--- src/rtl/axi_mem_bridge.sv ---
// axi_mem_bridge: single-outstanding AXI3/AXI4 master for CPU fetch and data accesses.
// Latency: request seen in IDLE -> AR/AW+W on the next cycle; result latched on the R/B beat.
// Backpressure: a stalled AXI channel holds the FSM in place; i_stall/d_stall stay high until done.
//
// Ports: clk/rst (async active-high); fetch side inst_en/inst_addr -> inst_rdata/i_stall;
//        data side data_en/data_addr/data_wen/data_wdata -> data_rdata/d_stall; longest_stall
//        from the datapath releases the done flags; full AR/R/AW/W/B AXI master channels.
// Build option: define AXI_BRIDGE_KSEG_MAP_EN to map kseg0/kseg1 addresses to physical.
module axi_mem_bridge (
    input  logic        clk,
    input  logic        rst,
    // fetch side
    input  logic        inst_en,
    input  logic [31:0] inst_addr,
    output logic [31:0] inst_rdata,
    output logic        i_stall,
    // data side
    input  logic        data_en,
    input  logic [31:0] data_addr,
    input  logic [3:0]  data_wen,
    input  logic [31:0] data_wdata,
    output logic [31:0] data_rdata,
    output logic        d_stall,
    input  logic        longest_stall,
    // AXI read address
    output logic [3:0]  arid,
    output logic [31:0] araddr,
    output logic [7:0]  arlen,
    output logic [2:0]  arsize,
    output logic [1:0]  arburst,
    output logic [1:0]  arlock,
    output logic [3:0]  arcache,
    output logic [2:0]  arprot,
    output logic        arvalid,
    input  logic        arready,
    // AXI read data
    input  logic [3:0]  rid,
    input  logic [31:0] rdata,
    input  logic [1:0]  rresp,
    input  logic        rlast,
    input  logic        rvalid,
    output logic        rready,
    // AXI write address
    output logic [3:0]  awid,
    output logic [31:0] awaddr,
    output logic [7:0]  awlen,
    output logic [2:0]  awsize,
    output logic [1:0]  awburst,
    output logic [1:0]  awlock,
    output logic [3:0]  awcache,
    output logic [2:0]  awprot,
    output logic        awvalid,
    input  logic        awready,
    // AXI write data
    output logic [3:0]  wid,
    output logic [31:0] wdata,
    output logic [3:0]  wstrb,
    output logic        wlast,
    output logic        wvalid,
    input  logic        wready,
    // AXI write response
    input  logic [3:0]  bid,
    input  logic [1:0]  bresp,
    input  logic        bvalid,
    output logic        bready
);

    typedef enum logic [2:0] {IDLE, I_AR, I_R, D_AR, D_R, D_W, D_B} state_t;

    state_t state;
    logic   inst_done;
    logic   data_done;
    logic   inst_fin;
    logic   data_fin;

    // Single-beat INCR transfers only; IDs/responses from the slave carry no information
    // for a single-outstanding master.
    assign arlen   = 8'd0;
    assign arburst = 2'b01;
    assign arlock  = 2'b00;
    assign arcache = 4'd0;
    assign arprot  = 3'd0;
    assign awid    = 4'd1;
    assign awlen   = 8'd0;
    assign awburst = 2'b01;
    assign awlock  = 2'b00;
    assign awcache = 4'd0;
    assign awprot  = 3'd0;
    assign wid     = 4'd1;
    assign wlast   = 1'b1;

    logic unused_inputs;
    assign unused_inputs = ^{rid, rresp, rlast, bid, bresp, inst_addr[1:0]};

    assign i_stall = inst_en & ~inst_done;
    assign d_stall = data_en & ~data_done;

    // rready/bready are only ever high inside the R/B states, so the slave valid alone
    // marks the completing beat.
    assign inst_fin = (state == I_R) & rvalid;
    assign data_fin = ((state == D_R) & rvalid) | ((state == D_B) & bvalid);

    function automatic logic [31:0] phys(input logic [31:0] a);
`ifdef AXI_BRIDGE_KSEG_MAP_EN
        // kseg0/kseg1 (top bits 10x) are unmapped windows onto the low 512 MB.
        phys = (a[31:30] == 2'b10) ? {3'b000, a[28:0]} : a;
`else
        phys = a;
`endif
    endfunction

    function automatic logic [2:0] wsize(input logic [3:0] wen);
        case (wen)
            4'b0001, 4'b0010, 4'b0100, 4'b1000: wsize = 3'd0;
            4'b0011, 4'b1100:                   wsize = 3'd1;
            default:                            wsize = 3'd2;
        endcase
    endfunction

    always_ff @(posedge clk or posedge rst) begin
        if (rst) begin
            state      <= IDLE;
            arid       <= 4'd0;
            araddr     <= 32'd0;
            arsize     <= 3'd2;
            arvalid    <= 1'b0;
            rready     <= 1'b0;
            awaddr     <= 32'd0;
            awsize     <= 3'd0;
            awvalid    <= 1'b0;
            wdata      <= 32'd0;
            wstrb      <= 4'd0;
            wvalid     <= 1'b0;
            bready     <= 1'b0;
            inst_done  <= 1'b0;
            data_done  <= 1'b0;
            inst_rdata <= 32'd0;
            data_rdata <= 32'd0;
        end else begin
            // A low longest_stall means the pipeline moves this edge, so results are
            // consumed; it cannot coincide with our own completion of a live request.
            inst_done <= longest_stall ? (inst_done | inst_fin) : 1'b0;
            data_done <= longest_stall ? (data_done | data_fin) : 1'b0;

            case (state)
                IDLE: begin
                    if (data_en && !data_done) begin
                        if (data_wen == 4'd0) begin
                            state   <= D_AR;
                            arvalid <= 1'b1;
                            arid    <= 4'd1;
                            arsize  <= 3'd2;
                            araddr  <= phys({data_addr[31:2], 2'b00});
                        end else begin
                            state   <= D_W;
                            awvalid <= 1'b1;
                            wvalid  <= 1'b1;
                            awaddr  <= phys(data_addr);
                            awsize  <= wsize(data_wen);
                            wstrb   <= data_wen;
                            wdata   <= data_wdata;
                        end
                    end else if (inst_en && !inst_done) begin
                        state   <= I_AR;
                        arvalid <= 1'b1;
                        arid    <= 4'd0;
                        arsize  <= 3'd2;
                        araddr  <= phys({inst_addr[31:2], 2'b00});
                    end
                end
                I_AR, D_AR: begin
                    if (arready) begin
                        arvalid <= 1'b0;
                        rready  <= 1'b1;
                        state   <= (state == I_AR) ? I_R : D_R;
                    end
                end
                I_R: begin
                    if (rvalid) begin
                        rready     <= 1'b0;
                        inst_rdata <= rdata;
                        state      <= IDLE;
                    end
                end
                D_R: begin
                    if (rvalid) begin
                        rready     <= 1'b0;
                        data_rdata <= rdata;
                        state      <= IDLE;
                    end
                end
                D_W: begin
                    // AW and W complete independently; leave once neither is outstanding.
                    if (awready) awvalid <= 1'b0;
                    if (wready)  wvalid  <= 1'b0;
                    if ((!awvalid || awready) && (!wvalid || wready)) begin
                        bready <= 1'b1;
                        state  <= D_B;
                    end
                end
                D_B: begin
                    if (bvalid) begin
                        bready <= 1'b0;
                        state  <= IDLE;
                    end
                end
                default: state <= IDLE;
            endcase
        end
    end

endmodule

--- config.mk ---
export PLATFORM = sky130hd
export DESIGN_NAME = axi_mem_bridge
export DESIGN_NICKNAME = d
export VERILOG_FILES = /design/src/rtl/axi_mem_bridge.sv
export SDC_FILE = /design/constraint.sdc
export NUM_CORES = 1
export LEC_CHECK = 0
export ABC_AREA = 0
export CORE_AREA = 2 2 149 151
export DETAILED_ROUTE_END_ITERATION = 6
export DIE_AREA = 0 0 151 153
export PLACE_DENSITY = 0.75
export SLEW_MARGIN = 30
export SYNTH_ARGS = -nofsm -noshare
export SYNTH_HDL_FRONTEND = slang
export SYNTH_SLANG_ARGS = --single-unit
--- constraint.sdc ---
create_clock -name clk -period 7.15 [get_ports clk]
set_clock_uncertainty 0.05 [all_clocks]
set_input_delay 1.0725 -clock clk [delete_from_list [all_inputs] [get_ports clk]]
set_output_delay 1.0725 -clock clk [all_outputs]
set_load 0.02 [all_outputs]
* After elaboration in Yosys (flattened, before gate mapping)
Cells that the tools add are included.
** Word-level totals
- Register bits after elaboration :: 184
** Cells by class
- Equal/unequal tests :: 23
- Reduce and logical (&&, ||, !) cells :: 30
- Bitwise logic cells :: 11
- Mux-type cells :: 38
** Operators by type and width (number)
- $mux 32 :: 3
- $mux 3 :: 11
- $pmux 3 s5 :: 1
- $mux 1 :: 14
- $ne 2x2->1 const B :: 7
- $mux 4 :: 3
- $reduce_and 3->1 :: 4
- $reduce_and 4->1 :: 3
- $pmux 1 s2 :: 5
- $reduce_bool 2->1 :: 5
- $eq 3x3->1 const B :: 3
- $eq 4x2->1 const B :: 2
- $eq 4x4->1 const B :: 2
- $eq 3x2->1 const B :: 2
- $ne 3x3->1 const B :: 2
- $reduce_or 2->1 :: 3
- $and 1x1->1 :: 5
- $reduce_and 5->1 :: 1
- $eq 4x1->1 const B :: 1
- $eq 4x3->1 const B :: 1
- $logic_not 1->1 :: 4
- $logic_not 4->1 :: 1
- $ne 2x1->1 const B :: 2
- $pmux 2 s2 :: 1
- other kinds (8) :: 16

* Longest topological paths before layout
Gate-level depths: netlist (run 1).
- Depth in word-level cells :: 5
- Depth in mapped cells :: 7
- Depth with buffers taken out :: 5

* Worst setup path after synthesis (run 1)
Ideal clock, no wire load.
- Path type :: in2out
- Start :: input data_en
- End :: output d_stall
- Cell stages on the path :: 4
- Path slack :: 4.238 ns
- Buffers on the path :: 2
- Required time :: 6.028 ns
- Data arrival time :: 1.790 ns
- Cell sequence :: nand2b_1 -> buf_2 -> inv_1 -> clkbuf_1
** On the way
- Longest elaborated chain between the ends :: 1
** RTL lines
- start, declared :: line 18 : input logic data_en,
- $and 1x1->1 :: line 96 : assign d_stall = data_en & ~data_done;
- end, declared :: line 23 : output logic d_stall,
No other way between the ends.

* Final worst setup path (run 1)
Same ends and word-level chain as after synthesis.

==> results of run 1 <==
## worst max path at each step
stage	startpoint	endpoint	cells past startpoint
6_report	data_en	d_stall	5
5_1_grt	data_en	d_stall	5
4_1_cts	data_en	d_stall	5
3_5_place_dp	data_en	awaddr[25]$_DFFE_PP0P_	8
3_3_place_gp	data_en	wdata[15]$_DFFE_PP0P_	8
2_1_floorplan	rst	araddr[10]$_DFFE_PP0P_	1
## flip-flops by register name, summed over array words and instances, names as in the netlist, 2 cells and up
register / flops
wstrb: 4
awaddr: 32
state: 3
araddr: 30
wdata: 32
data_rdata: 32
inst_rdata: 32
awsize: 2
## synthesized netlist by cell type (2+ instances only)
cell type	number
o21ai_0	4
o22ai_1	5
mux2_2	51
a31oi_1	32
conb_1	2
nand2_1	65
buf_4	62
buf_6	7
mux2i_1	2
inv_1	9
nor2_1	4
nand2b_1	2
mux2_1	83
a21oi_1	35
o22a_1	2
dfrtp_1	175
nor2b_1	4
clkbuf_1	9
buf_2	11
## power by group through the flow
stage	Sequential [mW]	Clock, mW	Combinational, mW
floorplan	2.34	0	0.792
global placement	1.76	0	2.59
detailed placement	1.79	0	2.62
CTS	1.78	0.930	2.63
global route	1.84	0.969	2.76
finish	1.77	0.901	2.60
## worst reg2reg max path: stages, from the launching register on
cell      delay, ns
dfrtp_1        0.38
nand2b_2       0.58
inv_1          0.72
buf_4          0.36
nand2_2        0.14
nor2_4         0.39
buf_4          0.71
mux2_1         0.49
## through the flow
| stage | hold WS [ns] | setup WS [ns] | area, um2 |
|---|---|---|---|
| global placement | 0.416 | 2.02 | 10600 |
| detailed placement | 0.424 | 2.03 | 10600 |
| finish | 0.435 | 2.28 | 11200 |
| floorplan | 0.406 | 1.28 | 7700 |
| global route | 0.453 | 2.11 | 11200 |
| CTS | 0.440 | 2.20 | 11200 |
## per-layer routing
metal / up-vias / global-route usage (%) / routed length, um
met4: 0 / 4.18 / 255
met5: - / 0 / 0
met1: 2737 / 21.2 / 8030
li1: 2526 / - / -
met2: 246 / 29.7 / 9840
met3: 18 / 7.40 / 2010
## layout make-up
class                   count  area [um2]  share of cell area (%)
multi-input cells         364        2670                    23.8
clock buffers              17         425                    3.79
clock inverters            15         144                    1.28
repair buffers            320        3210                    28.6
well taps                 280         350                    3.12
inverters                   9        38.8                   0.346
flip-flops and latches    175        4380                    39.1
## cells by family after synthesis
kind of cell	synth area share (%)
other cells	0.100
simple gates	5.34
compound gates	6.59
flops	58.4
buf+inv	8.89
mux	20.7
==> results.py, run 1 <==
metrics = {
    "outcome": {
        "status": "finished clean",
    },
    "synth": {
        "synth_flop_cell": "dfrtp_1",
        "synth_cell_types": 38,
        "synth-edff-count": 0,
        "yosys.area.top_type": "dfrtp_1",
        "synthArstFlopShare_pct": 100,
        "syn_inst": 583,
        "yosysSeqAreaShare_pct": 58.4,
        "yosysTopAreaCellShare_pct": 58.4,
        "ys_ff_latch": 175,
        "synth_area_mm2": 0.00750,
        "synth.top_cells.by_area": "dfrtp_1, mux2_1, mux2_2",
        "syn_area_per_cell_um2": 12.9,
        "yosys_warnings": 0,
    },
    "floorplanning": {
        "fp.dieArea_mm2": 0.0231,
        "die_h_um": 153,
        "row_count": 54,
        "start_util_pct": 34.9,
        "design.core.area_mm2": 0.0215,
        "die_w_um": 151,
        "io_pins": 383,
    },
    "critical_path": {
        "cp.arrival_ns": 3.74,
        "worstSetupStartpointType": "input port",
        "r2r_start": "data_done$_DFF_PP0_",
        "cp_slowest_cell": "inv_1",
        "ff2ff_setup_slack_ns": 3.21,
        "critPathKind": "input port to output pin",
        "cpMostUsedCell": "clkdlybuf4s50_1",
        "crit_chain": "clkdlybuf4s50_1 -> nand2b_2 -> inv_1 -> buf_4 -> clkdlybuf4s50_1",
        "worst-path-buf-inv": 4,
        "crit_family": "buffers and inverters",
        "crit_fanout": 34,
        "end_kind": "output pin",
        "r2r_cells": 7,
        "required_ns": 6.03,
        "reg2reg_to": "wstrb[1]$_DFFE_PP0P_",
        "slowest_delay_ns": 0.70,
    },
    "global_route": {
        "grt_max_degree": 72,
        "overflow": 0,
        "antenna_found_initial": 0,
        "grt_pass1_wl_um": 31800,
        "first_global_vias": 5824,
        "grt_use_total_pct": 17.7,
    },
    "clock_network": {
        "clkTransAtPathRegs_ns": 0.07,
        "numCtsBuffers": 17,
        "cts_tree": "done",
        "ctsLongestPathBuffers": 2,
        "post_cts_buffers": 0,
        "cts.hold.buffers_added": 0,
        "cts_resized": 0,
        "clock_sinks": 175,
        "root_buffer": "clkbuf_16",
        "h-tree-depth": 4,
        "clock_latency_ns": 0.42,
    },
    "pwr": {
        "leakagePower_nw": 4.72,
        "pwr_density_cell_mw_per_mm2": 470,
        "comb_power_share_pct": 49.3,
        "power_mw": 5.26,
        "peakVddDrop_uv": 226,
        "netSwitchingFraction_pct": 38.3,
        "switchingPower_mw": 2.02,
        "clkPwrFrac_pct": 17.1,
        "seq_power_share_pct": 33.6,
        "p_int_mw": 3.25,
    },
    "route": {
        "vias_per_cell": 4.68,
        "num_vias": 5527,
        "dr.first_iter.drc_count": 215,
        "avgRoutedWirePerCell_um": 17.1,
        "route.detailed.drc": 0,
        "final_antenna_net_count": 0,
        "routed_wl_um": 20100,
        "dr.pass1.iters": 5,
    },
    "sta": {
        "fin_crit_ns": 4.87,
        "rsz0062_at_grt": "no",
        "setup_tns_ns": 0,
        "fmax_mhz": 205,
        "fin_crit_sh_pct": 68.1,
        "finalHoldViolations": 0,
        "setup_viol": 0,
        "maxSlewHeadroom_pct": 42.7,
        "tightest_slew_ns": 0.860,
        "slew_violations": 0,
    },
    "worst_hold_path": {
        "hold_end": "data_rdata[29]$_DFFE_PP0P_",
        "min_delay_path_depth": 1,
        "min_from": "data_rdata[29]$_DFFE_PP0P_",
        "hp-class": "flip-flop to flip-flop",
    },
    "placed_design": {
        "dp.cells": 1148,
        "portBuffers": 311,
        "gp_congestion": 0.785,
        "dp_hpwl_um": 14500,
    },
    "final_layout": {
        "antenna-diode-count": 0,
        "layout_common_cells": "clkdlybuf4s50_1, dfrtp_1, mux2_1",
        "final_common_cell": "clkdlybuf4s50_1",
        "area_delta_synth_final_pct": 49.5,
        "num-fill-cells": 1904,
        "finalNetCount": 1042,
        "layout.cells.non_filler": 1180,
        "final_util_pct": 52.2,
        "final_layout_size_suffix_gt1_share_pct": 11.2,
    },
    "run": {
        "maxCapViolations": 0,
    },
}
No activity file was read; power rests on OpenSTA's default activity.
==> run 2: changes to the inputs <==
clock period = 4.6 ns   (was 7.15 ns; I/O delays follow)
==> run 2 against run 1 <==
Cell area rose by 0.19%. Sequential power rose by 55%. Register-to-register slack got worse by 1.1 ns. Non-clock buffer count rose by 1. Worst setup slack got worse by 0.46 ns. Routed wire length rose by 2.3%. Power rose by 56%. Cell count barely moved. Die area did not move. Worst hold slack barely moved. Critical path type is now input port to flip-flop. Critical endpoint is now araddr[14]$_DFFE_PP0P_. Largest power group unchanged.
==> results.py, run 2 (synthesis gave the netlist of run 1 again) <==
metrics = {
    "route": {
        "vias_per_cell": 4.70,
        "route.detailed.drc": 0,
        "final_antenna_net_count": 0,
        "num_vias": 5545,
        "avgRoutedWirePerCell_um": 17.4,
        "dr.first_iter.drc_count": 176,
        "routed_wl_um": 20600,
        "dr.pass1.iters": 4,
    },
    "critical_path": {
        "cp.arrival_ns": 3.01,
        "worstSetupStartpointType": "input port",
        "required_ns": 4.83,
        "critPathKind": "input port to flip-flop",
        "end_kind": "flip-flop",
        "crit_fanout": 32,
    },
    "final_layout": {
        "layout_common_cells": "clkdlybuf4s50_1, dfrtp_1, mux2_1",
        "antenna-diode-count": 0,
        "final_layout_size_suffix_gt1_share_pct": 11.2,
        "layout.cells.non_filler": 1181,
        "area_delta_synth_final_pct": 49.8,
        "num-fill-cells": 1859,
        "final_common_cell": "clkdlybuf4s50_1",
        "finalNetCount": 1043,
        "design_area_mm2": 0.0112,
    },
    "floorplanning": {
        "die_w_um": 151,
        "start_util_pct": 34.9,
        "die_h_um": 153,
        "io_pins": 383,
        "fp.dieArea_mm2": 0.0231,
        "design.core.area_mm2": 0.0215,
        "row_count": 54,
    },
    "clock_network": {
        "numCtsBuffers": 17,
        "clock_latency_ns": 0.42,
        "cts.hold.buffers_added": 0,
        "ctsLongestPathBuffers": 2,
        "clkTransAtPathRegs_ns": 0.07,
        "root_buffer": "clkbuf_16",
        "cts_tree": "done",
        "post_cts_buffers": 0,
        "clock_sinks": 175,
        "cts_resized": 0,
        "h-tree-depth": 4,
    },
    "placed_design": {
        "dp_hpwl_um": 14300,
        "portBuffers": 311,
        "dpl_cell_area_mm2": 0.0106,
        "dp.cells": 1148,
        "gp_congestion": 0.751,
    },
    "global_route": {
        "grt_pass1_wl_um": 31700,
        "antenna_found_initial": 0,
        "first_global_vias": 5693,
        "grt_max_degree": 176,
        "overflow": 0,
        "grt_use_total_pct": 17.7,
    },
    "pwr": {
        "leakagePower_nw": 4.71,
        "pwr_density_cell_mw_per_mm2": 729,
        "peakVddDrop_uv": 396,
    },
    "worst_hold_path": {
        "hp-class": "flip-flop to flip-flop",
    },
    "sta": {
        "rsz0062_at_grt": "no",
        "setup_viol": 0,
        "fin_crit_sh_pct": 60.4,
        "fmax_mhz": 360,
        "slew_violations": 0,
        "tightest_slew_ns": 0.578,
        "fin_crit_ns": 2.78,
        "maxSlewHeadroom_pct": 61.5,
        "finalHoldViolations": 0,
        "setup_tns_ns": 0,
    },
    "run": {
        "maxCapViolations": 0,
    },
    "outcome": {
        "status": "finished clean",
    },
}
==> run 2: cell types whose count changed in the layout (fill, tap and decap cells not counted) <==
cell        previous run  this run
clkinv_2               2         1
buf_4                  6         7
inv_6                  3         4
clkinvlp_4             0         4
clkbuf_8               0         1
buf_12                 0         2
clkbuf_1               0         1
inv_8                  5         4
clkinv_4               5         0
buf_6                  2         0
==> run 2: worst max-delay path, stage by stage <==
cell and delay (ns):
clkdlybuf4s50_1 0.53, or4_4 0.59, mux2i_4 0.14, buf_4 0.38, and2_1 0.18, buf_4 0.33
a31oi_1 0.15
==> run 2: area by class of cell <==
type	instances	area, um2	share of cell area (%)
Clock inverter	13	124	1.10
Timing Repair Buffer	321	3230	28.8
Inverter	9	37.5	0.334
Multi-Input combinational cell	364	2670	23.7
Clock buffer	19	443	3.94
Sequential cell	175	4380	39.0
Tap cell	280	350	3.12
==> run 2: where the power goes <==
group / switching (mW) / internal, mW
Sequential: 0.426 / 2.31
Clock: 0.675 / 0.732
Combinational: 2.03 / 2.02
==> run 2: stage by stage <==
| step | total power [mW] | setup WS, ns | hold WS [ns] | utilization [%] |
|---|---|---|---|---|
| floorplan | 4.87 | 1.62 | 0.406 | - |
| finish | 8.19 | 1.82 | 0.435 | 52.3 |
| CTS | 8.29 | 1.82 | 0.440 | 52.1 |
| global placement | 6.76 | 1.42 | 0.415 | 49.5 |
| global route | 8.66 | 1.72 | 0.445 | 52.3 |
| detailed placement | 6.85 | 1.39 | 0.424 | 49.5 |
==> run 2: final timing paths <==
kind                                            start                          to  slack, ns  cells after the start
max                                       data_wen[1]      araddr[14]$_DFFE_PP0P_       1.82                      7
min                        inst_rdata[12]$_DFFE_PP0P_  inst_rdata[12]$_DFFE_PP0P_       0.43                      1
max reg2reg                      state[0]$_DFFE_PP0P_        wdata[0]$_DFFE_PP0P_       2.11                      6
min reg2reg                inst_rdata[12]$_DFFE_PP0P_  inst_rdata[12]$_DFFE_PP0P_       0.43                      1
max in group asynchronous                         rst      araddr[17]$_DFFE_PP0P_       2.97                      4
min in group asynchronous                         rst        wstrb[3]$_DFFE_PP0P_       0.65                      3
==> run 2: routing by layer <==
layer,part of all wire (%),track usage (%)
met5,0,0
met4,1.5,4.90
met3,11,7.82
met2,48,29.3
met1,40,21.0
